## config.mk

```make
export PLATFORM = sky130hd
export DESIGN_NAME = gate_scheduler
export DESIGN_NICKNAME = d
export VERILOG_FILES = /design/src/rtl/gate_scheduler_pkg.sv /design/src/rtl/gate_scheduler_counter.sv /design/src/rtl/gate_scheduler.sv
export SDC_FILE = /design/constraint.sdc
export NUM_CORES = 1
export LEC_CHECK = 0
export CAP_MARGIN = 40
export CORE_UTILIZATION = 35
export CTS_CLUSTER_DIAMETER = 100
export DETAILED_ROUTE_END_ITERATION = 8
export PLACE_DENSITY = 0.65
export SLEW_MARGIN = 20
export SYNTH_ARGS = -nofsm -noshare
export SYNTH_HDL_FRONTEND = slang
export SYNTH_SLANG_ARGS = --single-unit
```

## constraint.sdc

```tcl
create_clock -name clk -period 5.99 [get_ports clk]
set_clock_uncertainty 0.15 [all_clocks]
set_input_delay 1.198 -clock clk [delete_from_list [all_inputs] [get_ports clk]]
set_output_delay 1.198 -clock clk [all_outputs]
set_load 0.05 [all_outputs]
```

## src/rtl/gate_scheduler_pkg.sv

```systemverilog
// Shared definitions for the gate scheduler and the garbling engine.
//   state_t  : scheduler FSM states
//   XOR_TT / XNOR_TT : truth tables of gates that need no garbled table
//   is_free  : true when a gate's truth table marks it as free (XOR/XNOR)
package gate_scheduler_pkg;

  typedef enum logic [2:0] {
    ST_IDLE,
    ST_HDR,
    ST_ISSUE,
    ST_CYC_END,
    ST_DONE
  } state_t;

  localparam logic [3:0] XOR_TT  = 4'h6;
  localparam logic [3:0] XNOR_TT = 4'h9;

  function automatic logic is_free(input logic [3:0] g_logic);
    return (g_logic == XOR_TT) || (g_logic == XNOR_TT);
  endfunction

endpackage

```

## src/rtl/gate_scheduler_counter.sv

```systemverilog
// gate_issue_counter: gate id, garbled-table index and sequential cycle
// counters for the gate scheduler.
//   clk, rst     : clock, asynchronous active-high reset
//   i_clr        : clear all counters
//   i_next_cyc   : start the next sequential cycle (gid/tidx to 0, cyc+1)
//   i_accept     : a gate handshake completes this cycle
//   i_free       : accepted gate is free (no table consumed)
//   i_last       : accepted gate is the last of the cycle (gid holds)
//   o_gid        : current gate id
//   o_tidx       : running count of non-free gates in this cycle
//   o_cyc        : current sequential cycle number
module gate_issue_counter #(
  parameter int S = 20,
  parameter int C = 16
) (
  input  logic         clk,
  input  logic         rst,
  input  logic         i_clr,
  input  logic         i_next_cyc,
  input  logic         i_accept,
  input  logic         i_free,
  input  logic         i_last,
  output logic [S-1:0] o_gid,
  output logic [S-1:0] o_tidx,
  output logic [C-1:0] o_cyc
);

  logic [S-1:0] r_gid;
  logic [S-1:0] r_tidx;
  logic [C-1:0] r_cyc;

  always_ff @(posedge clk or posedge rst) begin
    if (rst) begin
      r_gid  <= '0;
      r_tidx <= '0;
      r_cyc  <= '0;
    end else if (i_clr) begin
      r_gid  <= '0;
      r_tidx <= '0;
      r_cyc  <= '0;
    end else if (i_next_cyc) begin
      r_gid  <= '0;
      r_tidx <= '0;
      r_cyc  <= r_cyc + C'(1);
    end else if (i_accept) begin
      if (!i_free) r_tidx <= r_tidx + S'(1);
      if (!i_last) r_gid  <= r_gid + S'(1);
    end
  end

  assign o_gid  = r_gid;
  assign o_tidx = r_tidx;
  assign o_cyc  = r_cyc;

endmodule

```

## src/rtl/gate_scheduler.sv

```systemverilog
// gate_scheduler: sequences the netlist ROM reader (header read, then gate
// addressing) and feeds gate descriptors to the garbling engine over a
// valid/ready handshake, repeated for run_cycles sequential cycles.
//   clk, rst                 : clock, asynchronous active-high reset
//   start, run_cycles        : begin a run of max(run_cycles,1) cycles
//   nl_start / nl_done       : header read request / header-done pulse
//   nl_gate_size, nl_num_xor : header fields, valid with nl_done
//   nl_g_logic               : truth table of the gate addressed by gid
//   gid, g_valid, g_ready    : gate issue handshake
//   g_free, g_tidx, g_first, g_cyc : gate descriptor tags
//   busy, done, tables_total : status and statistics
module gate_scheduler
  import gate_scheduler_pkg::*;
#(
  parameter int S = 20,
  parameter int C = 16
) (
  input  logic         clk,
  input  logic         rst,
  input  logic         start,
  input  logic [C-1:0] run_cycles,
  output logic         nl_start,
  input  logic         nl_done,
  input  logic [S-1:0] nl_gate_size,
  input  logic [S-1:0] nl_num_xor,
  input  logic [3:0]   nl_g_logic,
  output logic [S-1:0] gid,
  output logic         g_valid,
  input  logic         g_ready,
  output logic         g_free,
  output logic [S-1:0] g_tidx,
  output logic         g_first,
  output logic [C-1:0] g_cyc,
  output logic         busy,
  output logic         done,
  output logic [S-1:0] tables_total
);

  state_t       r_state;
  logic         r_header_valid;
  logic [S-1:0] r_gate_size;
  logic [S-1:0] r_num_xor;
  logic [C-1:0] r_run_cycles;
  logic         r_nl_start;
  logic         r_g_valid;
  logic         r_busy;
  logic         r_done;

  logic         w_accept;
  logic         w_free_raw;
  logic         w_last;
  logic         w_more_cyc;
  logic         w_clr;
  logic         w_next_cyc;

  assign w_accept   = r_g_valid & g_ready;
  assign w_free_raw = is_free(nl_g_logic);
  assign w_last     = (gid == (r_gate_size - S'(1)));
  // One bit wider so g_cyc+1 cannot wrap in the comparison.
  assign w_more_cyc = ((C+1)'(g_cyc) + (C+1)'(1)) < (C+1)'(r_run_cycles);
  assign w_clr      = (r_state == ST_IDLE) || (r_state == ST_DONE);
  assign w_next_cyc = (r_state == ST_CYC_END) && w_more_cyc;

  gate_issue_counter #(
    .S(S),
    .C(C)
  ) u_cnt (
    .clk       (clk),
    .rst       (rst),
    .i_clr     (w_clr),
    .i_next_cyc(w_next_cyc),
    .i_accept  (w_accept),
    .i_free    (w_free_raw),
    .i_last    (w_last),
    .o_gid     (gid),
    .o_tidx    (g_tidx),
    .o_cyc     (g_cyc)
  );

  always_ff @(posedge clk or posedge rst) begin
    if (rst) begin
      r_state        <= ST_IDLE;
      r_header_valid <= 1'b0;
      r_gate_size    <= '0;
      r_num_xor      <= '0;
      r_run_cycles   <= '0;
      r_nl_start     <= 1'b0;
      r_g_valid      <= 1'b0;
      r_busy         <= 1'b0;
      r_done         <= 1'b0;
    end else begin
      r_nl_start <= 1'b0;
      r_done     <= 1'b0;
      case (r_state)
        ST_IDLE: begin
          if (start) begin
            r_busy       <= 1'b1;
            r_run_cycles <= (run_cycles == '0) ? C'(1) : run_cycles;
            if (!r_header_valid) begin
              r_nl_start <= 1'b1;
              r_state    <= ST_HDR;
            end else if (r_gate_size == '0) begin
              r_done  <= 1'b1;
              r_busy  <= 1'b0;
              r_state <= ST_DONE;
            end else begin
              r_g_valid <= 1'b1;
              r_state   <= ST_ISSUE;
            end
          end
        end
        ST_HDR: begin
          if (nl_done) begin
            r_gate_size    <= nl_gate_size;
            r_num_xor      <= nl_num_xor;
            r_header_valid <= 1'b1;
            if (nl_gate_size == '0) begin
              r_done  <= 1'b1;
              r_busy  <= 1'b0;
              r_state <= ST_DONE;
            end else begin
              r_g_valid <= 1'b1;
              r_state   <= ST_ISSUE;
            end
          end
        end
        ST_ISSUE: begin
          if (w_accept && w_last) begin
            r_g_valid <= 1'b0;
            r_state   <= ST_CYC_END;
          end
        end
        ST_CYC_END: begin
          if (w_more_cyc) begin
            r_g_valid <= 1'b1;
            r_state   <= ST_ISSUE;
          end else begin
            r_done  <= 1'b1;
            r_busy  <= 1'b0;
            r_state <= ST_DONE;
          end
        end
        ST_DONE: begin
          r_state <= ST_IDLE;
        end
        default: begin
          r_state <= ST_IDLE;
        end
      endcase
    end
  end

  assign nl_start     = r_nl_start;
  assign g_valid      = r_g_valid;
  assign busy         = r_busy;
  assign done         = r_done;
  // Gated so the descriptor tags read 0 whenever nothing is offered.
  assign g_free       = r_g_valid & w_free_raw;
  assign g_first      = r_g_valid & (gid == '0);
  assign tables_total = r_gate_size - r_num_xor;

endmodule

```

==> results.yml <==
outcome:
  status: "finished clean"
worst_setup_path:
  cp.required_ns: 4.64
  cp-startpoint: "r_gate_size[0]"
  crit_path_start_kind: "flip-flop"
  path_cells: "inv_1 > ha_1 > fa_1 > nor2b_1 > o21ai_0 > a21boi_0 > o21ai_0 > nand2_1 > a2111o_1 > a2111o_1 > o311ai_0 > clkdlybuf4s50_1"
  setup.worst_path.class: "flip-flop to output port"
  critPathCaptureType: "output port"
  rr_startpoint: "u_cnt.o_cyc[2]"
  cp.arrival_ns: 4.15
  crit_path_top_delay_cell: "clkdlybuf4s50_1"
  crit_fanout: 5
  max_stage_delay_ns: 0.89
clock_tree:
  path_clk_slew_ns: 0.06
  cts_max_level: 4
  cts_made_buffers: 17
  tritoncts: "built"
  cts.sinks: 120
  clock_latency_ns: 0.41
  ctsHoldBuffers: 0
  clk_path_buf_depth: 2
  cts_setup_buffers: 0
  root_buffer: "clkbuf_16"
  cts_resized: 0
floorplan:
  rows: 53
  die_height_um: 149
  die_x_um: 149
  core_sq_um: 21200
  start_util: 0.360
  dieArea_sq_um: 22300
  io_pins: 147
detailed_routing:
  drc: 0
  totalWireLength_um: 20700
  viasPerCell: 5.28
  first_iter_violations: 535
  ant_nets: 0
  firstDrtPassIters: 5
  wire_per_inst_um: 16.2
  dr_total_vias: 6756
pwr:
  pwr-share-comb: 0.545
  switchingPower_uw: 2270
  p_int_uw: 2650
  clock_power_share: 0.211
  p_sw_frac: 0.461
  power_frac_seq: 0.244
  vdd_drop_max_mv: 0.250
  powerDensity_nw_per_um2: 494
  leakagePower_uw: 0.00437
global_route:
  grt-ovfl-total: 0
  grt_max_degree: 62
  grt_first_pass_wirelength_um: 34000
  antenna_found_initial: 0
  track_usage: 0.194
  grt_pass1_vias: 6718
sta:
  grt_setup_unrepaired: "false"
  fmax_mhz: 182
  slew_headroom: 0.462
  fin_ws_ns: 0.493
  finalSetupViolCount: 0
  report.final.hold_viol_count: 0
  worst_pin_slew_ns: 0.801
  drv_slew: 0
  period_needed_ns: 5.50
  tns_ns: 0
  timing.final.crit_share: 0.918
worst_hold_path:
  hold_start: "r_num_xor[0]"
  min_path_type: "flip-flop to flip-flop"
synth:
  avgSynthCellArea_sq_um: 8.90
  yosysUniqueCellTypes: 60
  synth_warnings: 0
  ys_seq_elements: 120
  syn_nets: 960
  synth_area_sq_um: 7610
  ys_seq_area_frac: 0.395
  synth-async-reset-ratio: 1.00
  ys.flop_type: "dfrtp_1"
  syn-instance-count: 855
  synth_edf_count: 0
flow_run:
  maxCapViolations: 0
placed_design:
  io_buffers: 146
  place_area_sq_um: 9370
  dp_hpwl_um: 15300
  gp_congestion: 0.871
  dp_slack_ns: 0.936
final_layout:
  syn_to_final_growth_pct: 30.9
  layout-drive-gt1-share: 0.0706
  num_antenna_cells: 0
  finalInstanceArea_sq_um: 9960
  layout.nets: 1098
==> routing by layer <==
metal	up-vias	GRT usage	part of all wire
li1	3305	-	-
met1	3209	0.264	0.47
met2	211	0.297	0.44
met3	31	0.0567	0.074
met4	0	0.0546	0.016
met5	-	0	0
==> worst max-delay path: cells and delay by family, from the launching register on <==
family | cells | cell delay (ns)
buf+inv | 2 | 1.02
compound gates | 6 | 1.65
simple gates | 2 | 0.22
flops | 1 | 0.43
fa+ha+maj | 2 | 0.42
==> worst paths after layout <==
path                                    endpoint  slack (ns)  cells after the start
worst min-delay path                r_num_xor[0]        0.37                      1
worst max register to register   u_cnt.o_gid[14]        1.62                     15
worst max-delay path            tables_total[18]        0.49                     12
min in group asynchronous         u_cnt.o_cyc[3]        0.99                      2
max in group asynchronous           r_num_xor[4]        3.53                      4
worst min register to register      r_num_xor[0]        0.37                      1
==> cells in the final DEF, fill, tap and decap left out, types with 4 or more instances in the layout <==
cell type	synthesis	layout
a21o_1	5	5
or2_2	6	6
clkdlybuf4s50_1	0	146
clkbuf_16	0	17
a2111o_1	4	4
o31ai_1	10	10
a21oi_1	42	42
o211ai_1	4	4
mux2i_1	5	5
dfrtp_1	120	120
nor2_1	71	71
o21ai_0	59	59
o311ai_0	5	5
xor2_1	50	50
or3_1	11	11
o21a_1	6	6
nand2_1	94	94
nand4_1	10	10
clkinv_2	0	5
nor4b_1	6	6
mux2_2	20	20
nor3_1	14	14
a31oi_1	4	4
nor2b_1	8	8
buf_4	0	5
nor4_1	21	21
or4_1	13	13
and2_1	6	6
a211oi_1	5	4
nand2b_1	6	6
ha_1	39	39
and3_1	19	19
and4_1	5	5
nand3_1	28	28
inv_1	51	50
xnor2_1	37	37
==> logic make-up (layout without fill, tap and decap cells) <==
group           after synthesis  count (layout)  synth area share
simple gates                331             331             0.221
compound gates              166             166             0.137
flops                       120             120             0.395
xor+xnor                     87              87             0.100
buf+inv                      86             236            0.0447
fa+ha+maj                    40              40            0.0668
mux                          25              25            0.0362
==> state kept, by name (all words and copies together), names as in the netlist <==
register	flops
busy	1
done	1
nl_start	1
u_cnt.o_tidx	20
u_cnt.o_gid	20
r_header_valid	1
r_run_cycles	16
u_cnt.o_cyc	16
r_gate_size	20
g_valid	1
r_num_xor	20
r_state	3
==> synth_stat cells, types with 4 or more instances <==
master / instances / share of area
or2_2: 6 / 0.0049
nor4b_1: 6 / 0.0069
mux2i_1: 5 / 0.0066
a2111o_1: 4 / 0.0059
o211ai_1: 4 / 0.0039
nand4_1: 10 / 0.0082
nand2_1: 94 / 0.046
o311ai_0: 5 / 0.0058
nor3_1: 14 / 0.0092
inv_1: 51 / 0.025
and3_1: 19 / 0.016
and4_1: 5 / 0.0058
nand3_1: 28 / 0.018
or3_1: 11 / 0.0090
nor2_1: 71 / 0.035
nand2b_1: 6 / 0.0049
a31oi_1: 4 / 0.0033
nor2b_1: 8 / 0.0066
and2_1: 6 / 0.0049
nor4_1: 21 / 0.017
mux2_2: 20 / 0.030
xor2_1: 50 / 0.058
a211oi_1: 5 / 0.0049
dfrtp_1: 120 / 0.39
o21a_1: 6 / 0.0059
xnor2_1: 37 / 0.043
or4_1: 13 / 0.013
a21oi_1: 42 / 0.028
clkbuf_1: 30 / 0.015
a21o_1: 5 / 0.0049
ha_1: 39 / 0.064
o31ai_1: 10 / 0.0099
o21ai_0: 59 / 0.039
==> final cells by class <==
type / count / area [sq um]
Fill cell: 2053 / 11200
Multi-Input combinational cell: 649 / 4280
Sequential cell: 120 / 3000
Timing Repair Buffer: 154 / 1550
Clock buffer: 18 / 439
Tap cell: 275 / 344
Inverter: 51 / 194
Clock inverter: 13 / 155
==> metrics by stage <==
stage                     power, uW  hold WS (ns)  utilization  cells
after floorplan                3060         0.335            -    855
after global placement         3850         0.359        0.440   1246
after detailed placement       3890         0.366        0.443   1249
after CTS                      4950         0.378        0.471   1280
after global routing           5220         0.381        0.471   1280
final                          4920         0.373        0.471   1280
==> power by group through the flow <==
stage	logic, uW	clock network, uW	registers (uW)
6_report	2680	1040	1200
5_1_grt	2890	1100	1230
4_1_cts	2690	1060	1200
3_5_place_dp	2680	0	1210
3_3_place_gp	2640	0	1200
2_1_floorplan	1790	0	1270
(Power assumes the default switching activity.)
